**src/rtl/pc_pkg.sv**
```systemverilog
// Shared constants and the next-PC selection encoding for the fetch-stage PC sequencer.
package pc_pkg;

  localparam int          PC_XLEN          = 32;
  localparam logic [31:0] PC_RESET_VECTOR  = 32'h0000_0000;
  localparam logic [31:0] PC_EXC_VECTOR    = 32'h8000_0180;
  localparam int          PC_INSTR_BYTES   = 4;

  // Next-PC source, listed from highest to lowest priority.
  typedef enum logic [2:0] {
    PC_SEL_EXC,
    PC_SEL_ERET,
    PC_SEL_HOLD,
    PC_SEL_RAS,
    PC_SEL_REDIR,
    PC_SEL_SEQ
  } pc_sel_t;

endpackage

```
**src/rtl/pc_sequencer_if.sv**
```systemverilog
// Control inputs from branch/hazard logic and the sequencer's registered outputs.
interface pc_sequencer_if #(
  parameter int XLEN      = 32,
  parameter int RAS_DEPTH = 4
);

  logic                             stall;
  logic                             exc_req;
  logic                             eret;
  logic                             redirect_valid;
  logic [XLEN-1:0]                  redirect_target;
  logic                             call;
  logic                             ret;
  logic [XLEN-1:0]                  pc;
  logic [XLEN-1:0]                  epc;
  logic [$clog2(RAS_DEPTH+1)-1:0]   ras_count;
  logic                             ras_underflow;

  modport master (
    output stall, exc_req, eret, redirect_valid, redirect_target, call, ret,
    input  pc, epc, ras_count, ras_underflow
  );

  modport slave (
    input  stall, exc_req, eret, redirect_valid, redirect_target, call, ret,
    output pc, epc, ras_count, ras_underflow
  );

endinterface

```
**src/rtl/pc_ras.sv**
```systemverilog
// Circular return-address stack. Oldest entry is overwritten on a push when
// full; push and pop together replace the top entry in place (tail call).
module pc_ras #(
  parameter  int XLEN      = 32,
  parameter  int RAS_DEPTH = 4,
  localparam int CW        = $clog2(RAS_DEPTH + 1),
  localparam int PW        = $clog2(RAS_DEPTH)
) (
  input  logic            clk,
  input  logic            rst_n,
  input  logic            push,
  input  logic            pop,
  input  logic [XLEN-1:0] push_data,
  output logic [XLEN-1:0] top,
  output logic [CW-1:0]   count
);

  logic [XLEN-1:0] entries [RAS_DEPTH];
  logic [PW-1:0]   ptr;

  assign top = entries[ptr];

  // Stack storage, top pointer and saturating occupancy count.
  always_ff @(posedge clk or negedge rst_n) begin
    if (!rst_n) begin
      for (int i = 0; i < RAS_DEPTH; i++) entries[i] <= '0;
      ptr   <= '0;
      count <= '0;
    end else if (push && pop) begin
      entries[ptr] <= push_data;
    end else if (push) begin
      entries[ptr + 1'b1] <= push_data;
      ptr                 <= ptr + 1'b1;
      if (count != CW'(RAS_DEPTH)) count <= count + 1'b1;
    end else if (pop) begin
      ptr <= ptr - 1'b1;
      if (count != '0) count <= count - 1'b1;
    end
  end

endmodule

```
**src/rtl/pc_sequencer.sv**
```systemverilog
// Prioritised next-PC selector for the fetch stage: exception, eret, stall,
// RAS return, redirect, sequential.
module pc_sequencer
  import pc_pkg::*;
#(
  parameter int              XLEN         = PC_XLEN,
  parameter logic [XLEN-1:0] RESET_VECTOR = XLEN'(PC_RESET_VECTOR),
  parameter logic [XLEN-1:0] EXC_VECTOR   = XLEN'(PC_EXC_VECTOR),
  parameter int              INSTR_BYTES  = PC_INSTR_BYTES,
  parameter int              RAS_DEPTH    = 4
) (
  input logic              clk,
  input logic              rst_n,
  pc_sequencer_if.slave    bus
);

  localparam int CW = $clog2(RAS_DEPTH + 1);

  pc_sel_t         sel;
  logic [XLEN-1:0] pc_seq;
  logic [XLEN-1:0] ras_top;
  logic [CW-1:0]   ras_count;
  logic            ras_push;
  logic            ras_pop;
  logic            ret_empty;

  assign pc_seq = bus.pc + XLEN'(INSTR_BYTES);

  // Next-PC priority encode and the RAS operations owned by the winning source.
  always_comb begin
    sel       = PC_SEL_SEQ;
    ras_push  = 1'b0;
    ras_pop   = 1'b0;
    ret_empty = 1'b0;
    if (bus.exc_req) begin
      sel = PC_SEL_EXC;
    end else if (bus.eret) begin
      sel = PC_SEL_ERET;
    end else if (bus.stall) begin
      sel = PC_SEL_HOLD;
    end else if (bus.ret && ras_count != '0) begin
      sel      = PC_SEL_RAS;
      ras_pop  = 1'b1;
      ras_push = bus.call;
    end else begin
      ret_empty = bus.ret;
      if (bus.redirect_valid) begin
        sel      = PC_SEL_REDIR;
        ras_push = bus.call && !bus.ret;
      end
    end
  end

  pc_ras #(
    .XLEN      (XLEN),
    .RAS_DEPTH (RAS_DEPTH)
  ) u_ras (
    .clk       (clk),
    .rst_n     (rst_n),
    .push      (ras_push),
    .pop       (ras_pop),
    .push_data (pc_seq),
    .top       (ras_top),
    .count     (ras_count)
  );

  assign bus.ras_count = ras_count;

  // PC, EPC and the underflow pulse register.
  always_ff @(posedge clk or negedge rst_n) begin
    if (!rst_n) begin
      bus.pc            <= RESET_VECTOR;
      bus.epc           <= '0;
      bus.ras_underflow <= 1'b0;
    end else begin
      bus.ras_underflow <= ret_empty;
      unique case (sel)
        PC_SEL_EXC: begin
          bus.pc  <= EXC_VECTOR;
          bus.epc <= bus.pc;
        end
        PC_SEL_ERET:  bus.pc <= bus.epc;
        PC_SEL_HOLD:  bus.pc <= bus.pc;
        PC_SEL_RAS:   bus.pc <= ras_top;
        PC_SEL_REDIR: bus.pc <= bus.redirect_target;
        default:      bus.pc <= pc_seq;
      endcase
    end
  end

endmodule
```
**src/flat_wrapper.sv**
```systemverilog
// flat-port wrapper written by rule: the top's interface ports become plain ports
module pc_sequencer_flat import pc_pkg::*;
#(
  parameter int              XLEN         = PC_XLEN,
  parameter logic [XLEN-1:0] RESET_VECTOR = XLEN'(PC_RESET_VECTOR),
  parameter logic [XLEN-1:0] EXC_VECTOR   = XLEN'(PC_EXC_VECTOR),
  parameter int              INSTR_BYTES  = PC_INSTR_BYTES,
  parameter int              RAS_DEPTH    = 4
)
  (clk, rst_n, bus_stall, bus_exc_req, bus_eret, bus_redirect_valid, bus_redirect_target, bus_call, bus_ret, bus_pc, bus_epc, bus_ras_count, bus_ras_underflow);
  pc_sequencer_if #(.XLEN(XLEN), .RAS_DEPTH(RAS_DEPTH)) bus_i ();
  input logic clk;
  input logic rst_n;
  input wire logic [$bits(bus_i.stall)-1:0] bus_stall;
  input wire logic [$bits(bus_i.exc_req)-1:0] bus_exc_req;
  input wire logic [$bits(bus_i.eret)-1:0] bus_eret;
  input wire logic [$bits(bus_i.redirect_valid)-1:0] bus_redirect_valid;
  input wire logic [$bits(bus_i.redirect_target)-1:0] bus_redirect_target;
  input wire logic [$bits(bus_i.call)-1:0] bus_call;
  input wire logic [$bits(bus_i.ret)-1:0] bus_ret;
  output wire logic [$bits(bus_i.pc)-1:0] bus_pc;
  output wire logic [$bits(bus_i.epc)-1:0] bus_epc;
  output wire logic [$bits(bus_i.ras_count)-1:0] bus_ras_count;
  output wire logic [$bits(bus_i.ras_underflow)-1:0] bus_ras_underflow;
  assign bus_i.stall = bus_stall;
  assign bus_i.exc_req = bus_exc_req;
  assign bus_i.eret = bus_eret;
  assign bus_i.redirect_valid = bus_redirect_valid;
  assign bus_i.redirect_target = bus_redirect_target;
  assign bus_i.call = bus_call;
  assign bus_i.ret = bus_ret;
  assign bus_pc = bus_i.pc;
  assign bus_epc = bus_i.epc;
  assign bus_ras_count = bus_i.ras_count;
  assign bus_ras_underflow = bus_i.ras_underflow;
  pc_sequencer #(.XLEN(XLEN), .RESET_VECTOR(RESET_VECTOR), .EXC_VECTOR(EXC_VECTOR), .INSTR_BYTES(INSTR_BYTES), .RAS_DEPTH(RAS_DEPTH)) u_core (.clk(clk), .rst_n(rst_n), .bus(bus_i));
endmodule
```
**config.mk**
```make
export PLATFORM = sky130hd
export DESIGN_NAME = pc_sequencer_flat
export DESIGN_NICKNAME = d
export VERILOG_FILES = /design/src/rtl/pc_pkg.sv /design/src/rtl/pc_sequencer_if.sv /design/src/rtl/pc_ras.sv /design/src/rtl/pc_sequencer.sv /design/src/flat_wrapper.sv
export SDC_FILE = /design/constraint.sdc
export NUM_CORES = 1
export LEC_CHECK = 0
export ABC_CLOCK_PERIOD_IN_PS = 5100
export CAP_MARGIN = 30
export CORE_ASPECT_RATIO = 1.1
export CORE_UTILIZATION = 39
export CTS_CLUSTER_DIAMETER = 60
export CTS_CLUSTER_SIZE = 14
export DETAILED_ROUTE_END_ITERATION = 10
export SETUP_SLACK_MARGIN = 0.05
export SLEW_MARGIN = 20
export SYNTH_ARGS = -nofsm -noshare
export SYNTH_HDL_FRONTEND = slang
export SYNTH_SLANG_ARGS = --single-unit
export TNS_END_PERCENT = 30
```
**constraint.sdc**
```tcl
create_clock -name clk -period 5.1 [get_ports clk]
set_clock_uncertainty 0.15 [all_clocks]
set_input_delay 0.51 -clock clk [delete_from_list [all_inputs] [get_ports clk]]
set_output_delay 0.51 -clock clk [all_outputs]
set_load 0.02 [all_outputs]
```
==> reports/metrics.cfg, run 1 <==
[timing]
hold_violations=0
fin_crit_sh=0.677
rsz0062_at_grt=false
finalCriticalPeriod_ns=3.45
tightest_slew_ns=0.927
setup_ws_ns=1.65
setup_viol=0
timing.hold.ws_ns=0.342
slew_headroom=0.377
final_max_slew_viol_count=0
setup_tns_ns=0
fmax_mhz=290

[worst_setup_path]
crit_chain=clkdlybuf4s50_1 -> or3_1 -> or3_1 -> buf_4 -> inv_6 -> ha_1 -> mux2i_1 -> nor2_8 -> buf_4 -> nor2_1 -> a21oi_1
cp_top_family=simple AND/OR/NAND/NOR gates
cp_data_arrival_time_ns=3.65
cp_num_buf_inv=4
max_stage_delay_ns=0.54
rr_startpoint=u_core.u_ras.count[2]
timing.rr.end=u_core.u_ras.entries[79]
worst_setup_path_start_kind=primary input
cp-end-kind=flip-flop
path_class=primary input to flip-flop
r2r_setup_slack_ns=1.83
crit_slowest_cell=nor2_8
cp.required_ns=5.30
path_max_fanout=42
rr_worst_depth=10

[synth]
yosys_warnings=0
synth.area.top_cells=dfrtp_1, a21oi_1, mux4_2
synthesis.nets=999
ys.flop_type=dfrtp_1
synth.top_cell.area_share=0.504
synth-edff-count=0
synth_cells=951
synth_compound_area_frac=0.128
synth-simple-area-share=0.151
avgSynthCellArea_um2=10.3
synth_xor_area_frac=0.0276
syn_area_mm2=0.00984
synthAdderAreaFrac=0.0109
yosysUniqueCellTypes=56
yosysSeqAreaShare=0.504
synth.largest_area_cell=dfrtp_1
async_flop_share=1.00
synth_top_family_by_area=simple AND/OR/NAND/NOR gates
synth.most_common_cell=dfrtp_1
muxShareOfSynthArea=0.129
synth_common_cells=dfrtp_1, a21oi_1, nor2_1
ys_ff_latch=198

[global_route]
grt_pass1_wl_um=43400
grt_use_total=0.219
grt_overflow=0
grt_pass1_vias=7499
grt_max_degree=76
antenna_found_initial=0

[clock_network]
cts_buffers=17
hold_buffers=1
cts-htree-levels=4
clk_latency_ns=0.44
cts_tree=done
path_clk_slew_ns=0.07
postCtsSetupBuffers=0
cts-root-buf=clkbuf_16
numClockSinks=198
post_cts_resized=0
clock_path_buffers=2

[die]
initial_core_util=0.400
die_y_um=169
core_mm2=0.0246
ios=108
die_area_mm2=0.0259
chipWidth_um=153
rows=60

[layout]
design_area_mm2=0.0117
n_antenna_cell=0
utilization=0.475
instances_no_fill=1348
syn2layout_area_growth_pct=18.8
final_layout_size_suffix_gt1_frac=0.131
nNetsFinal=1073

[power_and_ir_drop]
p_leak_nw=4.96
fin_total_pwr_mw=4.94
power.density_mw_per_mm2=423
ir_worst_vdd_mv=0.220

[min_path]
min_to=u_core.u_ras.entries[35]
hold_path.class=flip-flop to flip-flop
hold_start=u_core.u_ras.entries[35]
hold_depth=1

[detailed_routing]
wl_per_cell_um=20.2
drt_wl_total_um=27200
num_vias=7522
post-route-drc-count=0
drt_iter0_drc=547
ant_nets=0
vias_per_cell=5.58
first_pass_iters=5

[placed_design]
placed_cell_area_mm2=0.0111
globalplace.congestion=0.786
place_ws_ns=1.19
placed_cells=1315
hpwl_um=17800
numPortBuffers=107

[run_status]
status=complete, no violations

[job]
drv_cap=0

==> placed cells by master (no fill, tap or decap), types with 4 or more instances in the layout <==
cell,instances
a211oi_1,6
a21oi_1,159
and4_1,4
buf_4,19
clkbuf_16,17
clkbuf_8,6
clkdlybuf4s50_1,104
clkinv_2,4
dfrtp_1,197
ha_1,7
inv_1,16
inv_6,4
mux2_1,4
mux2_2,37
mux2i_1,9
mux4_2,32
nand2_1,83
nand3_1,34
nand3b_1,11
nand4_1,9
nor2_1,147
nor2_8,4
nor2b_1,4
o21ai_0,21
o221ai_1,14
xnor2_1,18
xor2_1,13
==> per-layer routing <==
metal | share of wire | routed length (um) | vias to the layer above | GRT usage
li1 | - | - | 3502 | -
met1 | 0.45 | 12200 | 3767 | 0.297
met2 | 0.49 | 13200 | 223 | 0.362
met3 | 0.047 | 1280 | 30 | 0.0343
met4 | 0.019 | 514 | 0 | 0.0691
met5 | 0 | 0 | - | 0
==> where the power goes <==
part | switching, mW | internal [mW] | total [mW] | leakage (nW)
Clock | 0.619 | 0.792 | 1.41 | 0.307
Sequential | 0.295 | 1.99 | 2.28 | 2.60
Combinational | 0.603 | 0.644 | 1.25 | 2.05
==> layout make-up <==
class	count	area, um^2
fill	2297	12900
sequential	198	4960
multi-input combinational	663	4420
timing repair buffer	128	1240
clock buffer	22	494
tap	310	388
clock inverter	10	115
inverter	17	68.8
==> worst max path at each step <==
stage                                to  slack (ns)  cells past startpoint      start
2_1_floorplan  u_core.u_ras.entries[35]        1.85                     12   bus_eret
3_3_place_gp   u_core.u_ras.entries[77]        1.28                     10  bus_stall
3_5_place_dp   u_core.u_ras.entries[82]        1.19                     11  bus_stall
4_1_cts        u_core.u_ras.entries[79]        1.63                     11  bus_stall
5_1_grt        u_core.u_ras.entries[79]        1.47                     11  bus_stall
6_report       u_core.u_ras.entries[79]        1.65                     11  bus_stall
==> kinds of logic after synthesis <==
family | after synthesis
compound gates | 222
xor+xnor | 31
fa+ha+maj | 8
buf+inv | 90
flops | 198
mux | 82
simple gates | 320
==> flip-flops by register name (all words and copies together), names as in the netlist <==
signal / flops
u_core.bus.epc: 32
u_core.bus.pc: 32
u_core.u_ras.ptr: 2
u_core.u_ras.count: 3
u_core.bus.ras_underflow: 1
u_core.u_ras.entries: 128
(Power assumes the default switching activity.)
==> run 2: changes to the inputs <==
Settings changed: ABC_CLOCK_PERIOD_IN_PS 5100 to 2900.
Clock period 5.1 ns to 2.9 ns, I/O delays scaled along.
==> run 2 against run 1 <==
Net effect:
- combinational power up 91%
- hold slack worse by 0.077 ns
- cell count up 2.7%
- die area unchanged
- critical path type is now flip-flop to flip-flop
- largest power group unchanged
- via count up 1.7%
- first-iteration DRC count up 3.8%
- core utilization up 2.0 points
- sequential share of layout area down 1.7 points
- non-clock buffer count up 37
==> reports/metrics.cfg, run 2 (synthesized netlist as in run 1, its figures left out) <==
[timing]
fmax_mhz=386
finalCriticalPeriod_ns=2.59
tightest_slew_ns=0.832
slew_headroom=0.445
hold_violations=0
setup_viol=0
setup_tns_ns=0
rsz0062_at_grt=false
timing.hold.ws_ns=0.265
setup_ws_ns=0.310
fin_crit_sh=0.893
final_max_slew_viol_count=0

[clock_network]
cts_tree=done
cts_buffers=17
clk_latency_ns=0.45
cts-htree-levels=4
numClockSinks=198
path_clk_slew_ns=0.09
cts-root-buf=clkbuf_16
clock_path_buffers=2

[power_and_ir_drop]
power.density_mw_per_mm2=730
seq_power_share=0.444
comb_power_share=0.269
swShare=0.331
power.switching_mw=2.94
p_leak_nw=5.19
fin_total_pwr_mw=8.89
power.internal_mw=5.95
clkPwrFrac=0.287
ir_worst_vdd_mv=0.470

[layout]
nNetsFinal=1110
mostFrequentLayoutCells=dfrtp_1, a21oi_1, nor2_1, clkdlybuf4s50_1, nand2_1
n_antenna_cell=0
final_common_cell=dfrtp_1
largest-register=u_core.u_ras.entries
utilization=0.495
largest_reg_flops=128
design_area_mm2=0.0122
final_layout_size_suffix_gt1_frac=0.164
syn2layout_area_growth_pct=23.8
instances_no_fill=1385
reg.largest.list=u_core.u_ras.entries: 128 flops, u_core.bus.epc: 32 flops, u_core.bus.pc: 32 flops

[detailed_routing]
drt_wl_total_um=27000
first_pass_iters=5
drt_iter0_drc=568
num_vias=7652
ant_nets=0
post-route-drc-count=0
vias_per_cell=5.52
wl_per_cell_um=19.5

[worst_setup_path]
cp_top_family=simple AND/OR/NAND/NOR gates
crit_slowest_cell=or4b_2
path_class=flip-flop to flip-flop
cp.required_ns=3.06
rr_worst_depth=5
path_max_fanout=7
timing.rr.end=u_core.u_ras.entries[56]
max_stage_delay_ns=0.69
cp_num_buf_inv=0
crit_chain=ha_1 -> nand2_1 -> or4b_2 -> xor2_1 -> a21oi_1
worst_setup_path_start_kind=flip-flop
cp-end-kind=flip-flop
rr_startpoint=u_core.bus.pc[3]
cp_data_arrival_time_ns=2.75
r2r_setup_slack_ns=0.31

[run_status]
status=complete, no violations

[placed_design]
numPortBuffers=107
hpwl_um=19400
place_ws_ns=-0.108
placed_cell_area_mm2=0.0115
placed_cells=1352
globalplace.congestion=0.857

[die]
ios=108
core_mm2=0.0246
initial_core_util=0.400
die_y_um=169
chipWidth_um=153
rows=60
die_area_mm2=0.0259

[job]
drv_cap=0

[global_route]
grt_overflow=0
grt_max_degree=70
grt_pass1_wl_um=42800
antenna_found_initial=0
grt_use_total=0.215
grt_pass1_vias=7390

[min_path]
hold_path.class=primary input to async pin

[run 2: cell count changes in the layout (fill, tap and decap cells not counted), moves of 2 or more]
cell	previous run	this run
inv_6	4	1
buf_4	19	45
clkbuf_8	6	1
inv_12	0	6
clkinv_8	0	4
bufinv_16	2	0
inv_8	0	3
clkinv_2	4	0
buf_12	0	12
mux2i_4	0	4
mux2i_1	9	5
[run 2: layer usage]
metal / global-route usage / part of all wire / up-vias
met2: 0.347 / 0.48 / 235
met1: 0.303 / 0.45 / 3806
li1: - / - / 3586
met4: 0.0574 / 0.015 / 0
met3: 0.0323 / 0.053 / 25
met5: 0 / 0 / -
[run 2: power groups by stage]
stage | Combinational, mW | Clock (mW) | Sequential (mW)
finish | 2.39 | 2.55 | 3.95
global route | 2.62 | 2.72 | 4.05
CTS | 2.42 | 2.60 | 3.95
detailed placement | 2.41 | 0 | 4.00
global placement | 2.36 | 0 | 3.98
floorplan | 1.72 | 0 | 3.89
[run 2: worst reg2reg max path, delay by kind of cell (launching register included)]
family	cells	cell delay (ns)
AND/OR/NAND/NOR	2	0.85
adder cells (fa/ha/maj)	1	0.29
XOR/XNOR	1	0.53
flip-flops	1	0.49
AO/OA/AOI/OAI	1	0.14
[run 2: repair_timing]
item / 4_1_cts / 5_1_grt
hold endpoints to repair: 63 / 0
resized for setup: 0 / 0
setup endpoints to repair: 0 / 0
hold buffers: 1 / 0
buffers inserted: 0 / 0
[run 2: worst max-delay path by stage]
stage                                start                   endpoint  slack, ns  cells after the start
after detailed placement         bus_stall  u_core.u_ras.entries[108]      -0.11                     11
after global placement           bus_stall  u_core.u_ras.entries[109]      -0.08                     11
final                     u_core.bus.pc[3]   u_core.u_ras.entries[56]       0.31                      5
after floorplan                   bus_eret   u_core.u_ras.entries[35]       0.07                     12
after CTS                        bus_stall  u_core.u_ras.entries[108]       0.34                     11
after global routing      u_core.bus.pc[6]          u_core.bus.pc[17]       0.18                      5
[run 2: layout make-up]
cell class / count / area [um^2]
clock buffers: 17 / 425
fillers: 2248 / 12400
multi-input cells: 663 / 4460
flip-flops and latches: 198 / 4960
well taps: 310 / 388
clock inverters: 15 / 224
inverters: 17 / 68.8
repair buffers: 165 / 1650
==> run 3: changes to the inputs <==
Settings changed: CORE_MARGIN set to 2, TNS_END_PERCENT 30 to 20.
==> run 3 against run 2 <==
Net effect:
- via count grew 0.18%
- setup slack got worse by 0.042 ns
- clock power barely moved
- non-clock buffer count unchanged
- hold slack lost 0.12 ns
- sequential power barely moved
- sequential share of layout area rose by 0.088 points
- critical endpoint is now u_core.u_ras.entries[7]
==> reports/metrics.cfg, run 3 (synthesized netlist as in run 1, its figures left out) <==
[global_route]
antenna_found_initial=0
grt_max_degree=64
grt_pass1_wl_um=44900
grt_overflow=0
grt_use_total=0.220
grt_pass1_vias=7873

[layout]
nNetsFinal=1110
multiInputGateArea_mm2=0.00448
largest-register=u_core.u_ras.entries
n_antenna_cell=0
design_area_mm2=0.0122
syn2layout_area_growth_pct=23.5
mostFrequentLayoutCells=dfrtp_1, a21oi_1, nor2_1, clkdlybuf4s50_1, nand2_1
largest_reg_flops=128
final_common_cell=dfrtp_1
reg.largest.list=u_core.u_ras.entries: 128 flops, u_core.bus.epc: 32 flops, u_core.bus.pc: 32 flops
final_layout_size_suffix_gt1_frac=0.165
n_fill_cell=2303
instances_no_fill=1385
seq_area_mm2=0.00496

[worst_setup_path]
timing.rr.end=u_core.u_ras.entries[7]
rr_startpoint=u_core.u_ras.count[0]
cp-endpoint=u_core.u_ras.entries[7]
cp_top_family=simple AND/OR/NAND/NOR gates
max_stage_delay_ns=0.43
worst_setup_path_start_kind=primary input
path_class=primary input to flip-flop
crit_top_cell=or3_1
cp.required_ns=3.04
cp_num_buf_inv=3
r2r_setup_slack_ns=0.40
rr_worst_depth=10
cp_num_cells=10
crit_start=bus_stall
crit_chain=clkdlybuf4s50_1 -> or3_1 -> or3_1 -> inv_6 -> ha_2 -> mux2i_4 -> nor2_8 -> buf_12 -> nor2_1 -> a21oi_1
cp-end-kind=flip-flop
crit_slowest_cell=or3_1
cp_data_arrival_time_ns=2.78
path_max_fanout=38

[timing]
tightest_slew_ns=0.884
final_max_slew_viol_count=0
fmax_mhz=380
setup_viol=0
rsz0062_at_grt=false
finalCriticalPeriod_ns=2.63
slew_headroom=0.409
hold_violations=0
fin_crit_sh=0.907
timing.hold.ws_ns=0.149

[detailed_routing]
vias_per_cell=5.54
ant_nets=0
wl_per_cell_um=20.2
drt_iter0_drc=556
num_vias=7666
first_pass_iters=5
drt_wl_total_um=27900
post-route-drc-count=0

[placed_design]
hpwl_um=18900
placed_cell_area_mm2=0.0115
numPortBuffers=107
globalplace.congestion=0.770
placed_cells=1352

[run_status]
status=complete, no violations

[clock_network]
postCtsSetupBuffers=0
cts_buffers=17
numClockSinks=198
clock_path_buffers=2
cts-root-buf=clkbuf_16
cts-htree-levels=4
path_clk_slew_ns=0.07
clk_latency_ns=0.43
cts_tree=done

[min_path]
hold_path.class=primary input to flip-flop
hold_start=bus_exc_req

[power_and_ir_drop]
ir_worst_vdd_mv=0.384
power.density_mw_per_mm2=730
fin_total_pwr_mw=8.87
p_leak_nw=5.18

[die]
chipWidth_um=155
ios=108
die_area_mm2=0.0265
core_mm2=0.0246
initial_core_util=0.400
rows=60
die_y_um=171

[job]
drv_cap=0

[run 3: changes by cell type in the layout (fill, tap and decap cells not counted), sizes merged]
cell,delta
inv,-9
bufinv,+4
clkbuf,+2
clkinv,+3
[run 3: how the worst min path moves through the flow]
stage,to,depth (start not counted)
detailed placement,u_core.bus.epc[2],1
finish,u_core.bus.epc[22],3
global placement,u_core.bus.epc[2],1
global route,u_core.bus.epc[22],3
floorplan,u_core.bus.epc[0],0
CTS,u_core.bus.epc[22],3
[run 3: where the power goes]
part / switching, mW / total (mW) / internal (mW) / leakage (nW)
Combinational: 1.13 / 2.38 / 1.25 / 2.28
Sequential: 0.470 / 3.96 / 3.49 / 2.60
Clock: 1.07 / 2.53 / 1.47 / 0.307
Total: 2.67 / 8.87 / 6.21 / 5.18
[run 3: through the flow]
stage | utilization | TNS, ns | worst slack, ns
2_1_floorplan | - | 0 | 0.0675
5_1_grt | 0.493 | 0 | 0.120
4_1_cts | 0.493 | 0 | 0.145
3_3_place_gp | 0.467 | -28.59 | -0.237
6_report | 0.493 | 0 | 0.269
3_5_place_dp | 0.468 | -31.31 | -0.289
[run 3: metal layers]
metal	wire, um	GRT usage
met1	12400	0.297
met4	663	0.0742
met5	0	0
met3	1310	0.0334
met2	13600	0.365
[run 3: what timing repair did]
item / CTS / global route
hold buffers: 1 / 0
resized for setup: 0 / 1
setup endpoints to repair: 0 / 58
hold endpoints to repair: 48 / 0
[run 3: area by class of cell]
type                            count  area share
Sequential cell                   198       0.408
Clock inverter                     13      0.0147
Clock buffer                       19      0.0364
Timing Repair Buffer              165       0.135
Tap cell                          310      0.0319
Inverter                           17     0.00566
Multi-Input combinational cell    663       0.368
[run 3: tightest hold or removal path, cell delays in order]
cell	delay, ns
buf_2	0.08
buf_4	0.22
o21ai_0	0.10
